## src/rtl/branch_resolve_ctrl.sv

```systemverilog
// -----------------------------------------------------------------------------
// branch_resolve_ctrl
//
// In-order controller that sequences updates to a 2-bit branch predictor.
// Decode allocates one queue entry per predicted branch; execute resolves
// entries out of order by tag; the oldest resolved entry retires each cycle
// and produces one registered predictor update. A retiring mispredict
// raises a one-cycle flush, discards every younger (wrong-path) entry and
// holds allocation off for one extra FLUSH cycle.
//
// Handshake: alloc fires on a cycle where alloc_valid && alloc_ready at the
// rising clock edge. alloc_ready is a combinational function of queue state
// only and never depends on alloc_valid. alloc_tag is valid whenever
// alloc_ready is high. res_valid is a single-cycle strobe with no ready.
//
// Ports
//   clk, rst          clock, synchronous active-high reset
//   alloc_valid       decode presents a predicted branch
//   alloc_pred_taken  predicted direction of that branch
//   alloc_ready       an entry is available to allocate
//   alloc_tag         tag given to the allocating branch (tail pointer)
//   res_valid         execute resolves a branch
//   res_tag           tag being resolved
//   res_taken         actual direction
//   bp_update_we      one-cycle predictor update pulse
//   bp_update_taken   actual direction for the update
//   mispredict        one-cycle flush pulse to the front end
//   bq_count          occupied entries
//   state_dbg         FSM state (0 = RUN, 1 = FLUSH)
// -----------------------------------------------------------------------------
module branch_resolve_ctrl #(
    parameter int BQ_DEPTH = 8,
    parameter int TAG_W    = $clog2(BQ_DEPTH)
) (
    input  logic             clk,
    input  logic             rst,
    input  logic             alloc_valid,
    input  logic             alloc_pred_taken,
    output logic             alloc_ready,
    output logic [TAG_W-1:0] alloc_tag,
    input  logic             res_valid,
    input  logic [TAG_W-1:0] res_tag,
    input  logic             res_taken,
    output logic             bp_update_we,
    output logic             bp_update_taken,
    output logic             mispredict,
    output logic [TAG_W:0]   bq_count,
    output logic             state_dbg
);

    typedef enum logic {
        ST_RUN   = 1'b0,
        ST_FLUSH = 1'b1
    } state_t;

    localparam logic [TAG_W:0] FULL_COUNT = (TAG_W+1)'(BQ_DEPTH);

    state_t              state;
    logic [BQ_DEPTH-1:0] ent_valid;
    logic [BQ_DEPTH-1:0] ent_resolved;
    logic [BQ_DEPTH-1:0] ent_pred;
    logic [BQ_DEPTH-1:0] ent_actual;
    logic [TAG_W-1:0]    head;
    logic [TAG_W-1:0]    tail;

    logic retire;
    logic retire_mispredict;
    logic alloc_fire;
    logic res_accept;

    always_comb begin
        // Retire looks only at registered resolved bits, so a resolve that
        // lands on the head entry this cycle retires on the next cycle.
        retire            = (state == ST_RUN) && ent_valid[head] && ent_resolved[head];
        retire_mispredict = retire && (ent_actual[head] != ent_pred[head]);
        // A full queue cannot take an alloc even while retiring (no bypass),
        // and a mispredicting retire blocks any same-cycle alloc because
        // that branch would be on the wrong path.
        alloc_ready       = (bq_count != FULL_COUNT) && (state == ST_RUN) && !retire_mispredict;
        alloc_fire        = alloc_valid && alloc_ready;
        // First result wins: repeat resolves and resolves to empty slots
        // are dropped, as is everything during FLUSH.
        res_accept        = (state == ST_RUN) && res_valid
                            && ent_valid[res_tag] && !ent_resolved[res_tag];
    end

    assign alloc_tag = tail;
    assign state_dbg = (state == ST_FLUSH);

    always_ff @(posedge clk) begin
        if (rst) begin
            state           <= ST_RUN;
            ent_valid       <= '0;
            ent_resolved    <= '0;
            ent_pred        <= '0;
            ent_actual      <= '0;
            head            <= '0;
            tail            <= '0;
            bq_count        <= '0;
            bp_update_we    <= 1'b0;
            bp_update_taken <= 1'b0;
            mispredict      <= 1'b0;
        end else begin
            bp_update_we    <= retire;
            bp_update_taken <= retire & ent_actual[head];
            mispredict      <= retire_mispredict;

            case (state)
                ST_RUN:   if (retire_mispredict) state <= ST_FLUSH;
                ST_FLUSH: state <= ST_RUN;
                default:  state <= ST_RUN;
            endcase

            if (retire_mispredict) begin
                // Every remaining entry is younger than the mispredict.
                ent_valid    <= '0;
                ent_resolved <= '0;
                head         <= '0;
                tail         <= '0;
                bq_count     <= '0;
            end else begin
                // The three updates never touch the same slot: a resolve
                // needs an unresolved entry while retire needs a resolved
                // one, and alloc writes tail which equals head only when the
                // queue is empty (no retire) or full (no alloc).
                if (res_accept) begin
                    ent_resolved[res_tag] <= 1'b1;
                    ent_actual[res_tag]   <= res_taken;
                end
                if (retire) begin
                    ent_valid[head]    <= 1'b0;
                    ent_resolved[head] <= 1'b0;
                    head               <= head + TAG_W'(1);
                end
                if (alloc_fire) begin
                    ent_valid[tail]    <= 1'b1;
                    ent_resolved[tail] <= 1'b0;
                    ent_pred[tail]     <= alloc_pred_taken;
                    ent_actual[tail]   <= 1'b0;
                    tail               <= tail + TAG_W'(1);
                end
                bq_count <= bq_count + (TAG_W+1)'(alloc_fire) - (TAG_W+1)'(retire);
            end
        end
    end

endmodule

```

## config.mk

```make
export PLATFORM = sky130hd
export DESIGN_NAME = branch_resolve_ctrl
export DESIGN_NICKNAME = d
export VERILOG_FILES = /design/src/rtl/branch_resolve_ctrl.sv
export SDC_FILE = /design/constraint.sdc
export NUM_CORES = 1
export LEC_CHECK = 0
export ABC_CLOCK_PERIOD_IN_PS = 7580
export BUFFER_PORTS_ARGS = -buffer_cell sky130_fd_sc_hd__buf_2
export CAP_MARGIN = 20
export CORE_ASPECT_RATIO = 1.4
export CORE_UTILIZATION = 45
export DETAILED_ROUTE_END_ITERATION = 8
export SLEW_MARGIN = 20
export SYNTH_ARGS = -nofsm -noshare
export SYNTH_HDL_FRONTEND = slang
export SYNTH_SLANG_ARGS = --single-unit
```

## constraint.sdc

```tcl
create_clock -name clk -period 7.58 [get_ports clk]
set_clock_uncertainty 0.05 [all_clocks]
set_input_delay 0.758 -clock clk [delete_from_list [all_inputs] [get_ports clk]]
set_output_delay 0.758 -clock clk [all_outputs]
set_load 0.05 [all_outputs]
```

==> impl_summary.log, run 1 <==
INFO  metric status = completed
INFO  metric drt.antenna.violating_nets = 0
INFO  metric timing_max_transition_violations_final = 0
INFO  metric placed_cell_area = 2860 sq um
INFO  metric cp_max_fo = 28
INFO  metric max_slew.worst_pin.slew = 0.959 ns
INFO  metric number_of_synthesized_flops_with_an_enable_pin = 0
INFO  metric worst-r2r-cell-count = 13
INFO  metric max-vdd-ir-drop = 121 uV
INFO  metric finalInstanceArea = 2950 sq um
INFO  metric power.density_cell_area = 200 nW/um^2
INFO  metric pwr-share-seq = 46.1%
INFO  metric cts_inserted_buffers = 5
INFO  metric hold-path-endpoint = ent_actual[3]$_SDFFE_PP0N_
INFO  metric filler_cell_count = 626
INFO  metric hold_buf_count_cts = 0
INFO  metric syn_area_per_cell = 8.67 sq um
INFO  metric layout_min_cycle_time = 4.34 ns
INFO  metric post_synth_num_cell_types = 71
INFO  metric grt_first_pass_wirelength = 12600 um
INFO  metric die-area = 6550 sq um
INFO  metric gp_routability_congestion = 0.950
INFO  metric synthFlopType = sky130_fd_sc_hd__dfxtp_1
INFO  metric worstSkewPairLatency = 0.31 ns
INFO  metric timing.hold.worst.class = reg -> reg
INFO  metric final_hold_violation_count = 0
INFO  metric internal_pwr_total = 0.370 mW
INFO  metric setup_viol_count_final = 0
INFO  metric post_drt_wl_per_cell = 20.0 um
INFO  metric port_buffers = 20
INFO  metric mappedNetlistNets = 340
INFO  metric worst_setup_path_end_kind = primary output
INFO  metric fraction_of_layout_instances_using_a_drive_strength_above_1 = 13.4%
INFO  metric net_switching_power = 0.219 mW
INFO  metric place_hpwl = 5700 um
INFO  metric yosys.cell_count.top_type = sky130_fd_sc_hd__dfxtp_1
INFO  metric post-layout-total-power = 0.589 mW
INFO  metric die_width = 68.7 um
INFO  metric worstHoldPathCells = 2
INFO  metric regToRegStartpoint = head[1]$_SDFFE_PP0N_
INFO  metric chipHeight = 95.4 um
INFO  metric timing.critical_path.arrival = 3.54 ns
INFO  metric path_clk_slew = 0.09 ns
INFO  metric postCtsResizedCells = 0
INFO  metric drt_iter0_markers = 345
INFO  metric rows = 33
INFO  metric area_of_all_sequential_standard_cells = 921 sq um
INFO  metric clkPwrFrac = 26.4%
INFO  metric yosys.area.top_type_share = 32.9%
INFO  metric dr_total_vias = 2595
INFO  metric vias_per_cell = 6.50
INFO  metric synth_area = 2800 sq um
INFO  metric netlist_instances = 323
INFO  metric worst_path_required_time = 6.77 ns
INFO  metric design.portCount = 21
INFO  metric synth_seq_cells = 46
INFO  metric vias_in_the_first_global_route = 2390
INFO  metric synth_async_sr_flop_share = 0%
INFO  metric cts_root_buf = sky130_fd_sc_hd__clkbuf_8
INFO  metric max-cap-violations = 0
INFO  metric placeableCoreArea = 5950 sq um
INFO  metric max_freq = 230 MHz
INFO  metric wl = 7960 um
INFO  metric leakagePower = 1.05 nW
INFO  metric globalRouteOverflowTotal = 0
INFO  metric finish.net_count = 345
INFO  metric cts_sinks = 46
INFO  metric worstHoldStart = ent_actual[3]$_SDFFE_PP0N_
INFO  metric rr_endpoint = bq_count[2]$_SDFF_PP0_
INFO  metric p_comb_share = 27.5%
INFO  metric detailedRoute.firstPassIterationCount = 5
INFO  metric critical_path_class = reg -> out
INFO  metric detail_route.drc_violations = 0
INFO  metric stdcell_count = 399
INFO  metric fin_crit_sh = 57.3%
INFO  metric power_switching_share = 37.2%
INFO  metric grt_start_max_net_pins = 31
INFO  metric total_routing_resource_utilization_after_global_routing = 26.4%
INFO  metric yosysSeqAreaShare = 32.9%
INFO  metric area_growth = 5.14%
INFO  metric tritoncts = yes
INFO  metric multi_input_area = 1690 sq um
INFO  metric post_synth_most_frequent_cells = sky130_fd_sc_hd__dfxtp_1 (46), sky130_fd_sc_hd__nor2_1 (32), sky130_fd_sc_hd__nand2_1 (20)
INFO  metric initial_core_util = 47.1%
INFO  metric tightest_slew_margin_relative_to_the_limit = 35.6%
INFO  metric finalHoldWorstSlack = 0.418 ns
INFO  metric post_cts.repair.setup_buffers = 0
INFO  metric ys_warn_count = 0
INFO  metric setup_total_negative_slack = 0 ns
INFO  metric rsz0062_at_grt = no
INFO  metric cp-start-kind = flop
INFO  metric grt_antenna_before_repair = 0
INFO  metric cts_htree_levels = 2
INFO  metric antennaDiodeCount = 0
INFO  metric placedCellCount = 391
INFO  metric synth_largest_area_cell = sky130_fd_sc_hd__dfxtp_1
INFO  metric reg2reg_slack = 3.49 ns
INFO  metric max-clock-path-buffers = 2
INFO  metric synth.area.top_cells = sky130_fd_sc_hd__dfxtp_1 (33%), sky130_fd_sc_hd__nor2_1 (4.3%), sky130_fd_sc_hd__mux2i_1 (3.2%)
[worst max-delay path, stage by stage, from the launching register on]
cell and delay, ns:
sky130_fd_sc_hd__dfxtp_1 0.91, sky130_fd_sc_hd__mux4_2 0.59, sky130_fd_sc_hd__o211ai_1 0.24, sky130_fd_sc_hd__or2_1 0.61, sky130_fd_sc_hd__inv_4 0.26, sky130_fd_sc_hd__a211oi_1 0.29, sky130_fd_sc_hd__buf_2 0.31
[sequential cells by signal, indices dropped and copies added (netlist names)]
signal / count
alloc_tag: 3
state_dbg: 1
bp_update_taken: 1
ent_valid: 8
bq_count: 4
ent_actual: 8
ent_pred: 8
mispredict: 1
head: 3
bp_update_we: 1
ent_resolved: 8
[through the flow]
stage / worst slack [ns] / utilization [%]
final: 3.24 / 49.5
after global routing: 3.03 / 49.5
after CTS: 3.26 / 49.5
after detailed placement: 3.54 / 48.1
after global placement: 3.58 / 48.1
after floorplan: 3.81 / -
[worst max-delay path by stage]
stage / from / endpoint / slack, ns
final: head[1]$_SDFFE_PP0N_ / alloc_ready / 3.24
after detailed placement: head[1]$_SDFFE_PP0N_ / bq_count[2]$_SDFF_PP0_ / 3.54
after global placement: head[1]$_SDFFE_PP0N_ / bq_count[2]$_SDFF_PP0_ / 3.58
after CTS: head[1]$_SDFFE_PP0N_ / alloc_ready / 3.26
after global routing: head[1]$_SDFFE_PP0N_ / alloc_ready / 3.03
after floorplan: head[1]$_SDFFE_PP0N_ / alloc_ready / 3.81
[metal layers]
layer	GRT usage (%)	wire (um)
met1	33.3	3210
met2	44.3	3980
met3	3.59	563
met4	10.4	207
met5	0	0
[area by class of cell]
class	instances	area share [%]
Clock buffer	6	2.46
Inverter	13	1.74
Sequential cell	46	31.3
Clock inverter	2	0.467
Multi-Input combinational cell	241	57.4
Timing Repair Buffer	21	3.65
Tap cell	70	2.97
[power by group through the flow]
stage / Combinational (mW) / Sequential (mW) / Clock [mW]
6_report: 0.162 / 0.271 / 0.156
5_1_grt: 0.180 / 0.274 / 0.165
4_1_cts: 0.162 / 0.272 / 0.159
3_5_place_dp: 0.161 / 0.277 / 0
3_3_place_gp: 0.160 / 0.278 / 0
2_1_floorplan: 0.102 / 0.301 / 0
[cell usage in the layout (no fill, tap or decap), types with 4 or more instances in the layout]
master,count
sky130_fd_sc_hd__a21oi_1,16
sky130_fd_sc_hd__nand4_1,11
sky130_fd_sc_hd__a211oi_1,9
sky130_fd_sc_hd__nor2b_1,9
sky130_fd_sc_hd__a311oi_1,6
sky130_fd_sc_hd__o21ai_0,6
sky130_fd_sc_hd__and2_1,4
sky130_fd_sc_hd__ha_1,7
sky130_fd_sc_hd__clkbuf_8,5
sky130_fd_sc_hd__o311ai_0,4
sky130_fd_sc_hd__o311ai_1,5
sky130_fd_sc_hd__nor2_1,32
sky130_fd_sc_hd__nand3_1,11
sky130_fd_sc_hd__and3_1,7
sky130_fd_sc_hd__a31oi_1,4
sky130_fd_sc_hd__a32oi_1,8
sky130_fd_sc_hd__mux2i_1,9
sky130_fd_sc_hd__buf_2,20
sky130_fd_sc_hd__inv_1,11
sky130_fd_sc_hd__nor3_1,5
sky130_fd_sc_hd__nand2_1,20
sky130_fd_sc_hd__dfxtp_1,46
[cell families (layout without fill, tap and decap cells)]
group / Yosys count / after routing / synth area share (%)
AO/OA/AOI/OAI: 97 / 97 / 27.5
AND/OR/NAND/NOR: 117 / 117 / 21.6
flip-flops: 46 / 46 / 32.9
buffers and inverters: 36 / 42 / 6.74
adder cells (fa/ha/maj): 8 / 8 / 3.84
XOR/XNOR: 5 / 5 / 1.83
multiplexers: 14 / 14 / 5.63
(Power assumes the default switching activity.)
==> run 2: changes to the inputs <==
Settings changed: ABC_AREA from default to 1, ABC_CLOCK_PERIOD_IN_PS 7580 to 4550.
Clock period 7.58 ns to 4.55 ns, I/O delays scaled along.
==> impl_summary.log, run 2 <==
INFO  metric post_cts.repair.setup_buffers = 0
INFO  metric yosys.area.top_type_share = 29.1%
INFO  metric path_clk_slew = 0.09 ns
INFO  metric dr_total_vias = 2907
INFO  metric port_buffers = 20
INFO  metric fraction_of_layout_instances_using_a_drive_strength_above_1 = 16.8%
INFO  metric timing_max_transition_violations_final = 0
INFO  metric finish.net_count = 493
INFO  metric max-vdd-ir-drop = 270 uV
INFO  metric post_synth_num_cell_types = 37
INFO  metric worstSkewPairLatency = 0.31 ns
INFO  metric cts_htree_levels = 2
INFO  metric worst_path_required_time = 4.69 ns
INFO  metric cts_root_buf = sky130_fd_sc_hd__clkbuf_8
INFO  metric placeableCoreArea = 6700 sq um
INFO  metric vias_in_the_first_global_route = 2768
INFO  metric max-cap-violations = 0
INFO  metric vias_per_cell = 5.11
INFO  metric mappedNetlistNets = 483
INFO  metric globalRouteOverflowTotal = 0
INFO  metric drt_iter0_markers = 173
INFO  metric worst_setup_path_end_kind = flop
INFO  metric hold_buf_count_cts = 0
INFO  metric final_util = 49.5%
INFO  metric status = completed
INFO  metric detailedRoute.firstPassIterationCount = 4
INFO  metric leakagePower = 1.53 nW
INFO  metric synth_largest_area_cell = sky130_fd_sc_hd__dfxtp_1
INFO  metric total_routing_resource_utilization_after_global_routing = 23.1%
INFO  metric rr_endpoint = bq_count[2]$_SDFF_PP0_
INFO  metric synth-xor-area-share = 1.11%
INFO  metric die-area = 7380 sq um
INFO  metric compound_cell_area_share_of_the_yosys_netlist = 7.47%
INFO  metric initial_core_util = 47.3%
INFO  metric rows = 35
INFO  metric power.density_cell_area = 300 nW/um^2
INFO  metric area_growth = 4.74%
INFO  metric grt_first_pass_wirelength = 13100 um
INFO  metric synth_seq_cells = 46
INFO  metric cts_sinks = 46
INFO  metric design.portCount = 21
INFO  metric worstHoldStart = rst
INFO  metric timing.critical_path.arrival = 3.50 ns
INFO  metric place_hpwl = 6030 um
INFO  metric rsz0062_at_grt = no
INFO  metric setup_viol_count_final = 0
INFO  metric dp_worst_setup_slack = 1.19 ns
INFO  metric grt_start_max_net_pins = 24
INFO  metric hold-path-endpoint = bp_update_we$_SDFF_PP0_
INFO  metric critical_path_class = reg -> reg
INFO  metric synth_adder_area_share = 3.40%
INFO  metric worst-r2r-cell-count = 15
INFO  metric post_drt_wl_per_cell = 13.8 um
INFO  metric worstHoldPathCells = 2
INFO  metric number_of_synthesized_flops_with_an_enable_pin = 0
INFO  metric die_width = 72.9 um
INFO  metric cts_inserted_buffers = 5
INFO  metric largest_family_of_logic_cells_by_synthesized_area = simple AND/OR/NAND/NOR gates
INFO  metric post_synth_most_frequent_cells = sky130_fd_sc_hd__nand2_1 (152), sky130_fd_sc_hd__inv_1 (47), sky130_fd_sc_hd__dfxtp_1 (46), sky130_fd_sc_hd__nor2_1 (46), sky130_fd_sc_hd__nand3_1 (29)
INFO  metric final_hold_violation_count = 0
INFO  metric cp-start-kind = flop
INFO  metric netlist_instances = 466
INFO  metric synthFlopType = sky130_fd_sc_hd__dfxtp_1
INFO  metric grt_antenna_before_repair = 0
INFO  metric tritoncts = yes
INFO  metric reg2reg_slack = 1.19 ns
INFO  metric fin_crit_sh = 73.8%
INFO  metric synth.area.top_cells = sky130_fd_sc_hd__dfxtp_1 (29%), sky130_fd_sc_hd__nand2_1 (18%), sky130_fd_sc_hd__inv_1 (5.6%)
INFO  metric max-clock-path-buffers = 2
INFO  metric tightest_slew_margin_relative_to_the_limit = 33.7%
INFO  metric layout_min_cycle_time = 3.36 ns
INFO  metric cp_max_fo = 23
INFO  metric detail_route.drc_violations = 0
INFO  metric mostFrequentLayoutCell = sky130_fd_sc_hd__nand2_1
INFO  metric max_slew.worst_pin.slew = 0.995 ns
INFO  metric finalInstanceArea = 3320 sq um
INFO  metric placed_cell_area = 3220 sq um
INFO  metric wl = 7830 um
INFO  metric gp_routability_congestion = 0.890
INFO  metric drt.antenna.violating_nets = 0
INFO  metric antennaDiodeCount = 0
INFO  metric layout_setup_ws = 1.19 ns
INFO  metric regToRegStartpoint = head[0]$_SDFFE_PP0N_
INFO  metric yosys.cell_count.top_type = sky130_fd_sc_hd__nand2_1
INFO  metric chipHeight = 101 um
INFO  metric synth_area = 3170 sq um
INFO  metric syn_area_per_cell = 6.80 sq um
INFO  metric mostFrequentLayoutCells = sky130_fd_sc_hd__nand2_1 (152), sky130_fd_sc_hd__inv_1 (47), sky130_fd_sc_hd__nor2_1 (46), sky130_fd_sc_hd__dfxtp_1 (46), sky130_fd_sc_hd__nand3_1 (29)
INFO  metric yosysSeqAreaShare = 29.1%
INFO  metric postCtsResizedCells = 0
INFO  metric max_freq = 298 MHz
INFO  metric yosys.area_share.simple = 46.7%
INFO  metric setup_total_negative_slack = 0 ns
INFO  metric timing.hold.worst.class = in -> reg
INFO  metric ys_warn_count = 0
INFO  metric synth_async_sr_flop_share = 0%
INFO  metric synth.mux.area_fraction = 0%
[run 2: metrics by stage]
| stage | hold WS (ns) | power [mW] | instances |
|---|---|---|---|
| after floorplan | 0.376 | 0.680 | 466 |
| after global placement | 0.387 | 0.729 | 561 |
| after detailed placement | 0.393 | 0.732 | 561 |
| after CTS | 0.401 | 1.00 | 569 |
| after global routing | 0.400 | 1.05 | 569 |
| final | 0.399 | 0.994 | 569 |
[run 2: how the worst max path moves through the flow]
stage	start	to	slack (ns)	cells after the start
3_5_place_dp	head[0]$_SDFFE_PP0N_	bq_count[2]$_SDFF_PP0_	1.19	15
3_3_place_gp	head[0]$_SDFFE_PP0N_	bq_count[2]$_SDFF_PP0_	1.26	15
6_report	head[0]$_SDFFE_PP0N_	bq_count[2]$_SDFF_PP0_	1.19	15
4_1_cts	head[0]$_SDFFE_PP0N_	bq_count[2]$_SDFF_PP0_	1.17	15
2_1_floorplan	bq_count[2]$_SDFF_PP0_	bq_count[2]$_SDFF_PP0_	1.87	12
5_1_grt	head[0]$_SDFFE_PP0N_	bq_count[2]$_SDFF_PP0_	0.87	15
[run 2: layer usage]
| metal | global-route usage [%] | vias up | wire length, um | share of wire (%) |
|---|---|---|---|---|
| met1 | 25.6 | 1332 | 3160 | 40 |
| met5 | 0 | - | 0 | 0 |
| met4 | 9.65 | 0 | 240 | 3.1 |
| met2 | 43.9 | 61 | 4210 | 54 |
| met3 | 2.59 | 17 | 212 | 2.7 |
| li1 | - | 1497 | - | - |
[run 2: power by group]
group	switching, mW	internal, mW	total, mW
Sequential	0.0216	0.427	0.448
Clock	0.150	0.123	0.273
Combinational	0.190	0.0829	0.273
Total	0.362	0.632	0.994
[run 2: worst max-delay path: stages, from the launching register on]
cell and delay (ns):
sky130_fd_sc_hd__dfxtp_1 0.83, sky130_fd_sc_hd__inv_6 0.20, sky130_fd_sc_hd__nand2_1 0.13, sky130_fd_sc_hd__nand3_1 0.08
sky130_fd_sc_hd__nand2_1 0.09, sky130_fd_sc_hd__nor2_2 0.05, sky130_fd_sc_hd__nor2_4 0.25, sky130_fd_sc_hd__nand3_4 0.34
sky130_fd_sc_hd__nand3_4 0.17, sky130_fd_sc_hd__ha_1 0.23, sky130_fd_sc_hd__inv_1 0.05, sky130_fd_sc_hd__ha_1 0.15
sky130_fd_sc_hd__inv_1 0.05, sky130_fd_sc_hd__fa_1 0.37, sky130_fd_sc_hd__xor2_1 0.14, sky130_fd_sc_hd__nor2_1 0.06
[run 2: logic make-up after synthesis]
group	after synthesis
AND/OR/NAND/NOR	290
buffers and inverters	74
flip-flops	46
AO/OA/AOI/OAI	44
adder cells (fa/ha/maj)	8
XOR/XNOR	4
[run 2: cell type report]
| cell class | instances | area, sq um |
|---|---|---|
| clock buffers | 6 | 82.6 |
| clock inverters | 2 | 12.5 |
| fillers | 681 | 3380 |
| inverters | 56 | 218 |
| multi-input cells | 346 | 1860 |
| flip-flops and latches | 46 | 921 |
| well taps | 92 | 115 |
| repair buffers | 21 | 108 |
==> run 3: changes to the inputs <==
Settings changed: ABC_CLOCK_PERIOD_IN_PS 4550 to 3480.
Clock period 4.55 ns to 3.48 ns, I/O delays scaled along.
==> impl_summary.log, run 3 (same netlist as run 2, synthesis figures left out) <==
INFO  metric globalRouteOverflowTotal = 0
INFO  metric post_drt_wl_per_cell = 14.0 um
INFO  metric grt_start_max_net_pins = 24
INFO  metric design.portCount = 21
INFO  metric leakagePower = 1.56 nW
INFO  metric setup_viol_count_final = 0
INFO  metric path_delay_family = simple AND/OR/NAND/NOR gates
INFO  metric worstSkewPairLatency = 0.31 ns
INFO  metric gp_routability_congestion = 0.900
INFO  metric cp_max_fo = 11
INFO  metric wl = 8020 um
INFO  metric initial_core_util = 47.3%
INFO  metric cts_htree_levels = 2
INFO  metric total_routing_resource_utilization_after_global_routing = 24.3%
INFO  metric fraction_of_layout_instances_using_a_drive_strength_above_1 = 17.3%
INFO  metric max-cap-violations = 0
INFO  metric worstPathCellList = buf_4 > nand2_1 > nand3_1 > nand2_1 > inv_1 > nand2_1 > nor2_4 > nand3_4 > nand3_4 > ha_1 > inv_1 > ha_1 > inv_1 > fa_1 > xor2_1 > nor2_1
INFO  metric drt.antenna.violating_nets = 0
INFO  metric worst_setup_path_end_kind = flop
INFO  metric rows = 35
INFO  metric cp_peak_stage_delay = 0.61 ns
INFO  metric post-layout-total-power = 1.45 mW
INFO  metric timing.hold.worst.class = in -> reg
INFO  metric placeableCoreArea = 6700 sq um
INFO  metric timing.critical_path.arrival = 3.05 ns
INFO  metric critical_path_class = reg -> reg
INFO  metric cp.buffers_inverters = 4
INFO  metric grt_antenna_before_repair = 0
INFO  metric max_freq = 346 MHz
INFO  metric status = completed
INFO  metric worst_path_required_time = 3.64 ns
INFO  metric vias_per_cell = 5.14
INFO  metric cts_inserted_buffers = 5
INFO  metric port_buffers = 20
INFO  metric cts_sinks = 46
INFO  metric placed_cell_area = 3240 sq um
INFO  metric rsz0062_at_grt = no
INFO  metric tritoncts = yes
INFO  metric tightest_slew_margin_relative_to_the_limit = 69.7%
INFO  metric critical-path-slowest-cell = sky130_fd_sc_hd__dfxtp_1
INFO  metric power.density_cell_area = 427 nW/um^2
INFO  metric antennaDiodeCount = 0
INFO  metric die-area = 7380 sq um
INFO  metric final_util = 50.5%
INFO  metric area_growth = 6.80%
INFO  metric mostFrequentLayoutCell = sky130_fd_sc_hd__nand2_1
INFO  metric filler_cell_count = 713
INFO  metric detailedRoute.firstPassIterationCount = 4
INFO  metric path_clk_slew = 0.10 ns
INFO  metric postCtsResizedCells = 0
INFO  metric die_width = 72.9 um
INFO  metric timing_max_transition_violations_final = 0
INFO  metric final_hold_violation_count = 0
INFO  metric place_hpwl = 6180 um
INFO  metric cts_root_buf = sky130_fd_sc_hd__clkbuf_8
INFO  metric finish.net_count = 496
INFO  metric detail_route.drc_violations = 0
INFO  metric finalInstanceArea = 3380 sq um
INFO  metric chipHeight = 101 um
INFO  metric grt_first_pass_wirelength = 13700 um
INFO  metric layout_min_cycle_time = 2.89 ns
INFO  metric setup_total_negative_slack = 0 ns
INFO  metric max_slew.worst_pin.slew = 0.454 ns
INFO  metric post_cts.repair.setup_buffers = 0
INFO  metric dr_total_vias = 2941
INFO  metric drt_iter0_markers = 183
INFO  metric max-clock-path-buffers = 2
INFO  metric fin_crit_sh = 83.1%
INFO  metric vias_in_the_first_global_route = 2823
INFO  metric max-vdd-ir-drop = 266 uV
INFO  metric cp-start-kind = flop
INFO  metric hold_buf_count_cts = 0
INFO  metric mostFrequentLayoutCells = sky130_fd_sc_hd__nand2_1 (152), sky130_fd_sc_hd__inv_1 (47), sky130_fd_sc_hd__nor2_1 (46), sky130_fd_sc_hd__dfxtp_1 (46), sky130_fd_sc_hd__nand3_1 (29)
-- run 3: metal layers --
| metal | vias up | share of wire, % | GRT usage, % |
|---|---|---|---|
| met3 | 20 | 3.3 | 3.08 |
| met1 | 1357 | 40 | 27.3 |
| met2 | 62 | 54 | 44.6 |
| met4 | 0 | 3.0 | 11.5 |
| met5 | - | 0 | 0 |
| li1 | 1502 | - | - |
-- run 3: report_power, final --
| group | internal, mW | total (mW) | leakage [nW] | switching, mW |
|---|---|---|---|---|
| Sequential | 0.558 | 0.585 | 0.372 | 0.0272 |
| Combinational | 0.112 | 0.364 | 1.12 | 0.252 |
| Clock | 0.288 | 0.496 | 0.0683 | 0.208 |
| Total | 0.958 | 1.45 | 1.56 | 0.487 |
-- run 3: final timing paths --
kind	endpoint	slack, ns	cells after the start	startpoint
worst max-delay path	bq_count[2]$_SDFF_PP0_	0.59	16	head[0]$_SDFFE_PP0N_
worst min-delay path	bp_update_we$_SDFF_PP0_	0.27	2	rst
worst max register to register	bq_count[2]$_SDFF_PP0_	0.59	16	head[0]$_SDFFE_PP0N_
worst min register to register	ent_actual[7]$_SDFFE_PP0N_	0.41	2	ent_actual[7]$_SDFFE_PP0N_
-- run 3: worst register-to-register path: stages, from the launching register on --
cell,delay (ns)
sky130_fd_sc_hd__dfxtp_1,0.61
sky130_fd_sc_hd__buf_4,0.25
sky130_fd_sc_hd__nand2_1,0.06
sky130_fd_sc_hd__nand3_1,0.10
sky130_fd_sc_hd__nand2_1,0.06
sky130_fd_sc_hd__inv_1,0.05
sky130_fd_sc_hd__nand2_1,0.08
sky130_fd_sc_hd__nor2_4,0.25
sky130_fd_sc_hd__nand3_4,0.12
sky130_fd_sc_hd__nand3_4,0.09
sky130_fd_sc_hd__ha_1,0.23
sky130_fd_sc_hd__inv_1,0.05
sky130_fd_sc_hd__ha_1,0.15
sky130_fd_sc_hd__inv_1,0.05
sky130_fd_sc_hd__fa_1,0.37
sky130_fd_sc_hd__xor2_1,0.15
sky130_fd_sc_hd__nor2_1,0.06
-- run 3: cell type report --
class	count	area [sq um]	share of cell area (%)
multi-input cells	346	1860	55.0
flip-flops and latches	46	921	27.2
inverters	56	218	6.44
repair buffers	24	130	3.85
well taps	92	115	3.40
clock buffers	5	68.8	2.03
clock inverters	3	68.8	2.03
-- run 3: per-stage QoR --
| step | hold slack (ns) | std cells | worst slack (ns) |
|---|---|---|---|
| CTS | 0.268 | 572 | 0.576 |
| global route | 0.273 | 572 | 0.252 |
| detailed placement | 0.394 | 564 | 0.586 |
| global placement | 0.387 | 564 | 0.660 |
| floorplan | 0.370 | 466 | 0.801 |
| finish | 0.269 | 572 | 0.587 |
